File: src/rtl/dmem_responder.sv
// dmem_responder: big-endian word load/store responder with wait states.
// Define DMEM_RSP_ERR_EN to reject misaligned or out-of-range requests.
module dmem_responder #(
   parameter int DEPTH_BYTES = 128,
   parameter int WAIT_CYCLES = 2
) (
   input  logic        CLK,
   input  logic        Reset,
   input  logic        ReqValid,
   output logic        ReqReady,
   input  logic        ReqWr,
   input  logic [31:0] ReqAddr,
   input  logic [31:0] ReqWData,
   output logic        RspValid,
   input  logic        RspReady,
   output logic [31:0] RspData,
   output logic        RspErr
);
   localparam int AW = (DEPTH_BYTES > 4) ? $clog2(DEPTH_BYTES) : 2;
   localparam int CW = (WAIT_CYCLES > 1) ? $clog2(WAIT_CYCLES) : 1;

   typedef enum logic [1:0] {IDLE, WAIT, RESP} state_t;

   state_t        state;
   logic [CW-1:0] cnt;
   logic          lat_wr;
   logic [AW-1:0] lat_idx;
   logic [31:0]   lat_wdata;
   logic [7:0]    mem [DEPTH_BYTES];

   logic [31:0]   word_addr;
   logic [AW-1:0] req_idx;
   logic          req_err;
   logic          accept;
   logic          acc_en;
   logic          acc_wr;
   logic [AW-1:0] acc_idx;
   logic [31:0]   acc_wdata;
   logic [31:0]   rd_word;

`ifdef DMEM_RSP_ERR_EN
   assign req_err = (ReqAddr[1:0] != 2'b00)
                 || (ReqAddr > 32'(DEPTH_BYTES - 4));
   assign word_addr = ReqAddr;
`else
   // Without checking, wrap into storage and drop the byte offset.
   assign req_err = 1'b0;
   assign word_addr = (ReqAddr % 32'(DEPTH_BYTES)) & ~32'd3;
`endif

   assign req_idx = AW'(word_addr);
   assign accept  = ReqValid && ReqReady;

   // The access happens on the edge that enters RESP; in IDLE with
   // zero wait states that is the accepting edge, so use live inputs.
   always_comb begin
      acc_en    = 1'b0;
      acc_wr    = lat_wr;
      acc_idx   = lat_idx;
      acc_wdata = lat_wdata;
      unique case (state)
         IDLE: begin
            acc_wr    = ReqWr;
            acc_idx   = req_idx;
            acc_wdata = ReqWData;
            acc_en    = accept && !req_err && (WAIT_CYCLES == 0);
         end
         WAIT:    acc_en = (cnt == '0);
         default: acc_en = 1'b0;
      endcase
   end

   assign rd_word = {mem[acc_idx],
                     mem[acc_idx + AW'(1)],
                     mem[acc_idx + AW'(2)],
                     mem[acc_idx + AW'(3)]};

   // Storage is not reset; a reset on the commit edge blocks the write.
   always_ff @(posedge CLK) begin
      if (acc_en && acc_wr && Reset) begin
         mem[acc_idx]         <= acc_wdata[31:24];
         mem[acc_idx + AW'(1)] <= acc_wdata[23:16];
         mem[acc_idx + AW'(2)] <= acc_wdata[15:8];
         mem[acc_idx + AW'(3)] <= acc_wdata[7:0];
      end
   end

   always_ff @(posedge CLK or negedge Reset) begin
      if (!Reset) begin
         state     <= IDLE;
         cnt       <= '0;
         ReqReady  <= 1'b0;
         RspValid  <= 1'b0;
         RspData   <= '0;
         RspErr    <= 1'b0;
         lat_wr    <= 1'b0;
         lat_idx   <= '0;
         lat_wdata <= '0;
      end else begin
         unique case (state)
            IDLE: begin
               ReqReady <= 1'b1;
               if (accept) begin
                  ReqReady  <= 1'b0;
                  lat_wr    <= ReqWr;
                  lat_idx   <= req_idx;
                  lat_wdata <= ReqWData;
                  if (req_err) begin
                     state    <= RESP;
                     RspValid <= 1'b1;
                     RspErr   <= 1'b1;
                     RspData  <= '0;
                  end else if (WAIT_CYCLES == 0) begin
                     state    <= RESP;
                     RspValid <= 1'b1;
                     RspErr   <= 1'b0;
                     RspData  <= ReqWr ? 32'd0 : rd_word;
                  end else begin
                     state <= WAIT;
                     cnt   <= CW'(WAIT_CYCLES - 1);
                  end
               end
            end
            WAIT: begin
               if (cnt == '0) begin
                  state    <= RESP;
                  RspValid <= 1'b1;
                  RspErr   <= 1'b0;
                  RspData  <= lat_wr ? 32'd0 : rd_word;
               end else begin
                  cnt <= cnt - 1'b1;
               end
            end
            RESP: begin
               if (RspReady) begin
                  state    <= IDLE;
                  RspValid <= 1'b0;
                  RspErr   <= 1'b0;
                  RspData  <= '0;
                  ReqReady <= 1'b1;
               end
            end
            default: begin
               state    <= IDLE;
               ReqReady <= 1'b0;
               RspValid <= 1'b0;
            end
         endcase
      end
   end
endmodule
File: config.mk
export PLATFORM = sky130hd
export DESIGN_NAME = dmem_responder
export DESIGN_NICKNAME = d
export VERILOG_FILES = /design/src/rtl/dmem_responder.sv
export SDC_FILE = /design/constraint.sdc
export NUM_CORES = 1
export LEC_CHECK = 0
export ABC_AREA = 1
export BUFFER_PORTS_ARGS = -buffer_cell sky130_fd_sc_hd__buf_2
export CAP_MARGIN = 0
export CORE_MARGIN = 2
export CORE_UTILIZATION = 40
export CTS_CLUSTER_DIAMETER = 150
export DETAILED_ROUTE_END_ITERATION = 12
export HOLD_SLACK_MARGIN = 0.06
export PLACE_DENSITY_LB_ADDON = 0.15
export RECOVER_POWER = 50
export REMOVE_ABC_BUFFERS = 1
export SYNTH_ARGS = -nofsm -noshare
export SYNTH_HDL_FRONTEND = slang
export SYNTH_SLANG_ARGS = --single-unit
File: constraint.sdc
create_clock -name CLK -period 13.4 [get_ports CLK]
set_input_delay 2.01 -clock CLK [delete_from_list [all_inputs] [get_ports CLK]]
set_output_delay 2.01 -clock CLK [all_outputs]
set_load 0.02 [all_outputs]
* After elaboration in Yosys (flattened, before gate mapping)
Memory sizes are Yosys's and may differ from the RTL's.
Cells that the tools add are included.
** Word-level totals
- Bits in registers :: 76
- Memory bits (writable) :: 1024
- Input port bits :: 69
- Output and inout bits :: 35
- Word-level logic and storage cells :: 59
- Memories :: 1
** Memory list
- mem :: depth 128, bits a word 8, read ports 4, clocked after Yosys merged registers in 0, wr ports 4, line 29 : logic [7:0] mem [DEPTH_BYTES];
** Cells by class
- $add $sub $neg :: 4
- Eq/ne operators :: 5
- Muxes and demuxes :: 25
- Bitwise logic cells :: 3
- Reduce and logical (&&, ||, !) cells :: 12
** Operator list (number)
- $mux W32 :: 4
- $pmux W32 S2 :: 1
- $add A7 B2 Y7 const B :: 2
- $mux W1 :: 11
- $reduce_and A3 Y1 :: 3
- $add A7 B1 Y7 const B :: 1
- $mux W7 :: 1
- $mux W2 :: 3
- $ne A2 B2 Y1 const B :: 3
- $pmux W1 S3 :: 2
- $pmux W2 S3 :: 1
- $reduce_and A2 Y1 :: 3
- $pmux W1 S2 :: 2
- $reduce_bool A2 Y1 :: 2
- $logic_and A1 B1 Y1 :: 3
- $not A1 Y1 :: 3
- $eq A2 B1 Y1 const B :: 1
- $eq A2 B2 Y1 const B :: 1
- $logic_not A2 Y1 :: 1
- $sub A1 B1 Y1 const B :: 1

* Logic depth before layout (Yosys ltp)
An unclocked memory read counts as a cell.
- Word-level depth :: 7
- Depth in mapped cells :: 14
- Mapped depth without buffers :: 12

* Worst setup path after synthesis
No wires, ideal clock.
- Path type :: input -> register
- Start point :: input ReqAddr[2]
- End point :: memory mem[24][0], enable pin
- Setup time :: 0.461 ns
- Arrival time :: 5.064 ns
- Required time :: 12.939 ns
- Slack :: 7.875 ns
- Stages on the path :: 8
- Path buffers :: 3
- Cells stage by stage :: inv_1 > nand2_1 > nand2_4 > buf_4 > buf_4 > nand2_2 > buf_2 > nor3_1
** RTL lines
- from (decl) :: line 12 : input logic [31:0] ReqAddr,
- to (decl) :: line 29

* Final worst setup path
- Start point :: register state[1]
- End point :: register RspData[20]
** On the way
- Word-level cells in the longest chain between the ends :: 7
- Elaborated cells on any way between the ends :: 13
- Classes of those cells :: add/sub (1); eq/ne (4); mux (4); reduce/logical (3); memory (1)
** Ends and longest elaborated chain
- from (decl) :: line 24 : state_t state;
- from (signal assigned) :: line 90 : state <= IDLE;
- from (signal assigned) :: line 109 : state <= RESP;
- from (signal assigned) :: line 114 : state <= RESP;
- $logic_not A2 Y1 :: line 61, 100
- $mux W7 :: line 61 : unique case (state)
- $add A7 B1 Y7 :: line 74 : mem[acc_idx + AW'(1)],
- $mem_v2 Z128 W8
- $mux W32 :: line 129 : RspData <= lat_wr ? 32'd0 : rd_word;
- $mux W32 :: line 125 : if (cnt == '0) begin
- $pmux W32 S2 :: line 100 : unique case (state)
- to (signal assigned) :: line 117 : RspData <= ReqWr ? 32'd0 : rd_word;
- to (signal assigned) :: line 129
- to (decl) :: line 16 : output logic [31:0] RspData,
Parallel ways exist; a longest one is shown, timed or not. The select of a mux whose other input is x is not followed.
A chain may end at the register's enable or synchronous reset.

==> flow_summary.ini <==
[global_route]
antenna_found_initial = 2
grt_max_degree = 193
track_usage_pct = 21.3
grt_pass1_vias = 25700
grt_pass1_wl_mm = 174
grt_overflow = 0

[route]
vias_per_cell = 5.14
routed_wl_mm = 120
ant_nets = 0
drcViolationCount = 0
vias = 27400
drtIter0Drc = 2551
drtPass1Iterations = 5
post_drt_wl_per_cell_um = 22.4

[power]
internal-power_mw = 7.24
vdd_drop_max_v = 0.000290
power.net_switching_mw = 4.70
switching_share_pct = 39.3
seqPwrFrac_pct = 38.2
fin_total_pwr_mw = 11.9
leakagePower_nw = 18.0
power.density_nw_per_um2 = 242
combPwrFrac_pct = 36.4
clkPwrFrac_pct = 25.5

[synthesis]
synth_seq_area_share_pct = 74.5
syn_area_per_cell_um2 = 11.7
syn_area_um2 = 43800
yosys.area.top_type = edfxtp_1
ys_types = 24
ys_ff_latch = 1099
synth_top_cell_area_share_pct = 70.2
yosys_warnings = 0
netlist_instances = 3732
synthTopCellsByArea = edfxtp_1, nand2_1, nand3_1

[status]
outcome = complete, but fails checks
violations = max-capacitance violations, max-slew violations

[final_layout]
drive_gt1_share_pct = 8.98
diodes = 0
area_growth_pct = 12.7
stdcell_area_um2 = 49400
finalCoreUtilization_pct = 45.4
fin_cells = 5332
nNetsFinal = 3890

[clock_tree]
clk_pin_slew_ns = 0.06
clkLatencyLatePin_ns = 0.71
postCtsSetupBuffers = 0
hold_buffers = 0
htreeDepth = 3
cts_inserted_buffers = 115
cts_root_buf = clkbuf_16
clock-sinks = 1099
clock_path_buffers = 3
cts_tree = built
post_cts_resize_count = 0

[die]
core_area_um2 = 109000
num_io_pins = 104
die_x_um = 335
die_area_um2 = 112000
die_h_um = 335
initial_core_util_pct = 40.3
rows = 121

[setup_path]
crit_path_frequent_cell = nand2_1
path_cells = inv_1, nand2_1, clkbuf_1, nand2_1, nand2_8, buf_4, buf_4, nand2_1, nand3_1, nand2_1, nor2_1, nor2_1, nor2_1, nand3_1, nand2_1
path_class = register to register
slowest_delay_ns = 1.39
critPathCaptureType = register
crit_buf_inv = 4
cp_top_family = simple AND/OR/NAND/NOR gates
cp_slowest_cell = nand2_1
critPathRequiredTime_ns = 14.02
critPathMaxFanout = 75
crit_arrival_ns = 7.30
crit_path_start_kind = register

[sta]
drv_slew = 531
fin_crit_sh_pct = 49.8
finalWorstSetupSlack_ns = 6.72
rsz0062_at_grt = no
setup_viol = 0
setup_tns_ns = 0
fin_crit_ns = 6.68
whs_ns = 0.473
worst_slew_pin_slew_ns = 3.71
hold_viol = 0
maxSlewHeadroom_pct = -148
timing.fmax_mhz = 150
skew_ns = 0.0273

[placed_design]
dpl.cell_count = 5118
post-place-ws_ns = 7.92
portBuffers = 75
dp.final_hpwl_mm = 61.7
post_dp_cell_area_um2 = 46000
gp_congestion = 0.728

[hold_path]
worstHoldPathType = register to register

[flow_run]
max_cap_viol_count = 15
==> kinds of logic (layout without fill, tap and decap cells) <==
| group | count (synthesis) | count (layout) | synth area share (%) |
|---|---|---|---|
| and+or+nand+nor | 2288 | 2288 | 21.5 |
| other | 1 | 1 | 0.00856 |
| buffers and inverters | 265 | 451 | 3.02 |
| muxes | 1 | 1 | 0.0257 |
| DFF | 1099 | 1099 | 74.5 |
| AOI/OAI and AO/OA | 78 | 78 | 0.894 |
==> state kept, by name, indices dropped and copies added, names as in the netlist <==
| name | flops |
|---|---|
| state | 2 |
| cnt | 1 |
| RspData | 32 |
| lat_idx | 5 |
| lat_wr | 1 |
| mem | 1024 |
| lat_wdata | 32 |
| RspValid | 1 |
| ReqReady | 1 |
==> synthesized netlist by cell type <==
library cell	number
nor2_1	266
nand3_1	546
nand2_4	2
nand2_1	1405
conb_1	1
buf_4	39
mux2_2	1
dfrtp_1	75
buf_2	122
o22ai_1	1
or2_1	1
nand4_1	33
nor2_4	1
buf_1	4
buf_6	4
o21ai_1	1
nand2_2	2
o21ai_0	76
edfxtp_1	1024
inv_2	2
inv_1	54
nor2_2	2
clkbuf_1	40
nor3_1	30
==> layer usage <==
metal | share of wire, % | wire, um | up-vias | global-route usage [%]
met5 | 0 | 0 | - | 0
met1 | 46 | 54600 | 13500 | 30.6
li1 | - | - | 13000 | -
met2 | 46 | 55300 | 757 | 33.6
met3 | 6.2 | 7370 | 162 | 3.63
met4 | 2.0 | 2360 | 0 | 5.40
==> cell type report <==
cell class                 instances  area (um2)
fill                            9928       59300
sequential                      1099       32600
multi-input combinational       2368       10100
clock buffer                     162        3180
tap                             1414        1770
timing repair buffer             181        1120
clock inverter                    52         395
inverter                          56         210
==> power groups by stage <==
stage	clock, mW	sequential, mW	combinational (mW)
final	3.04	4.56	4.34
after global routing	3.23	4.58	4.85
after CTS	3.10	4.51	4.44
after detailed placement	0	4.58	4.43
after global placement	0	4.57	4.41
after floorplan	0	4.67	2.94
==> worst paths after layout <==
check / depth (start not counted) / from / to / slack (ns)
setup / recovery: 15 / state[1] / RspData[20] / 6.72
hold / removal: 2 / RspData[14] / RspData[14] / 0.47
setup reg to reg: 15 / state[1] / RspData[20] / 6.72
hold reg to reg: 2 / RspData[14] / RspData[14] / 0.47
max in group asynchronous: 2 / Reset / RspData[22] / 7.08
min in group asynchronous: 1 / Reset / lat_wdata[6] / 1.91
==> tightest hold or removal path, stage by stage (launching register included) <==
cell	delay, ns
dfrtp_1	0.33
nand2_1	0.05
nand2_1	0.05
==> placed cells by master, fill, tap and decap left out <==
cell and instances:
nor2_1 261, o21ai_0 76, clkinvlp_4 3, nand2_1 1402, buf_4 76, nand3_1 546, bufinv_16 5, nor3_2 30
edfxtp_1 1024, dfrtp_1 75, clkbuf_1 67, inv_1 54, nand4_1 33, inv_6 2, nand2_8 2, clkinv_2 15
nand2_2 4, inv_2 2, nand2_4 1, buf_12 4, or2_2 1, clkinv_1 25, o21ai_1 1, conb_1 1
nor2_4 8, inv_16 1, clkinv_8 1, clkbuf_8 6, clkbuf_16 118, o22ai_1 1, buf_2 72, mux2_2 1
Note: power is estimated with default switching activity, not from simulation.
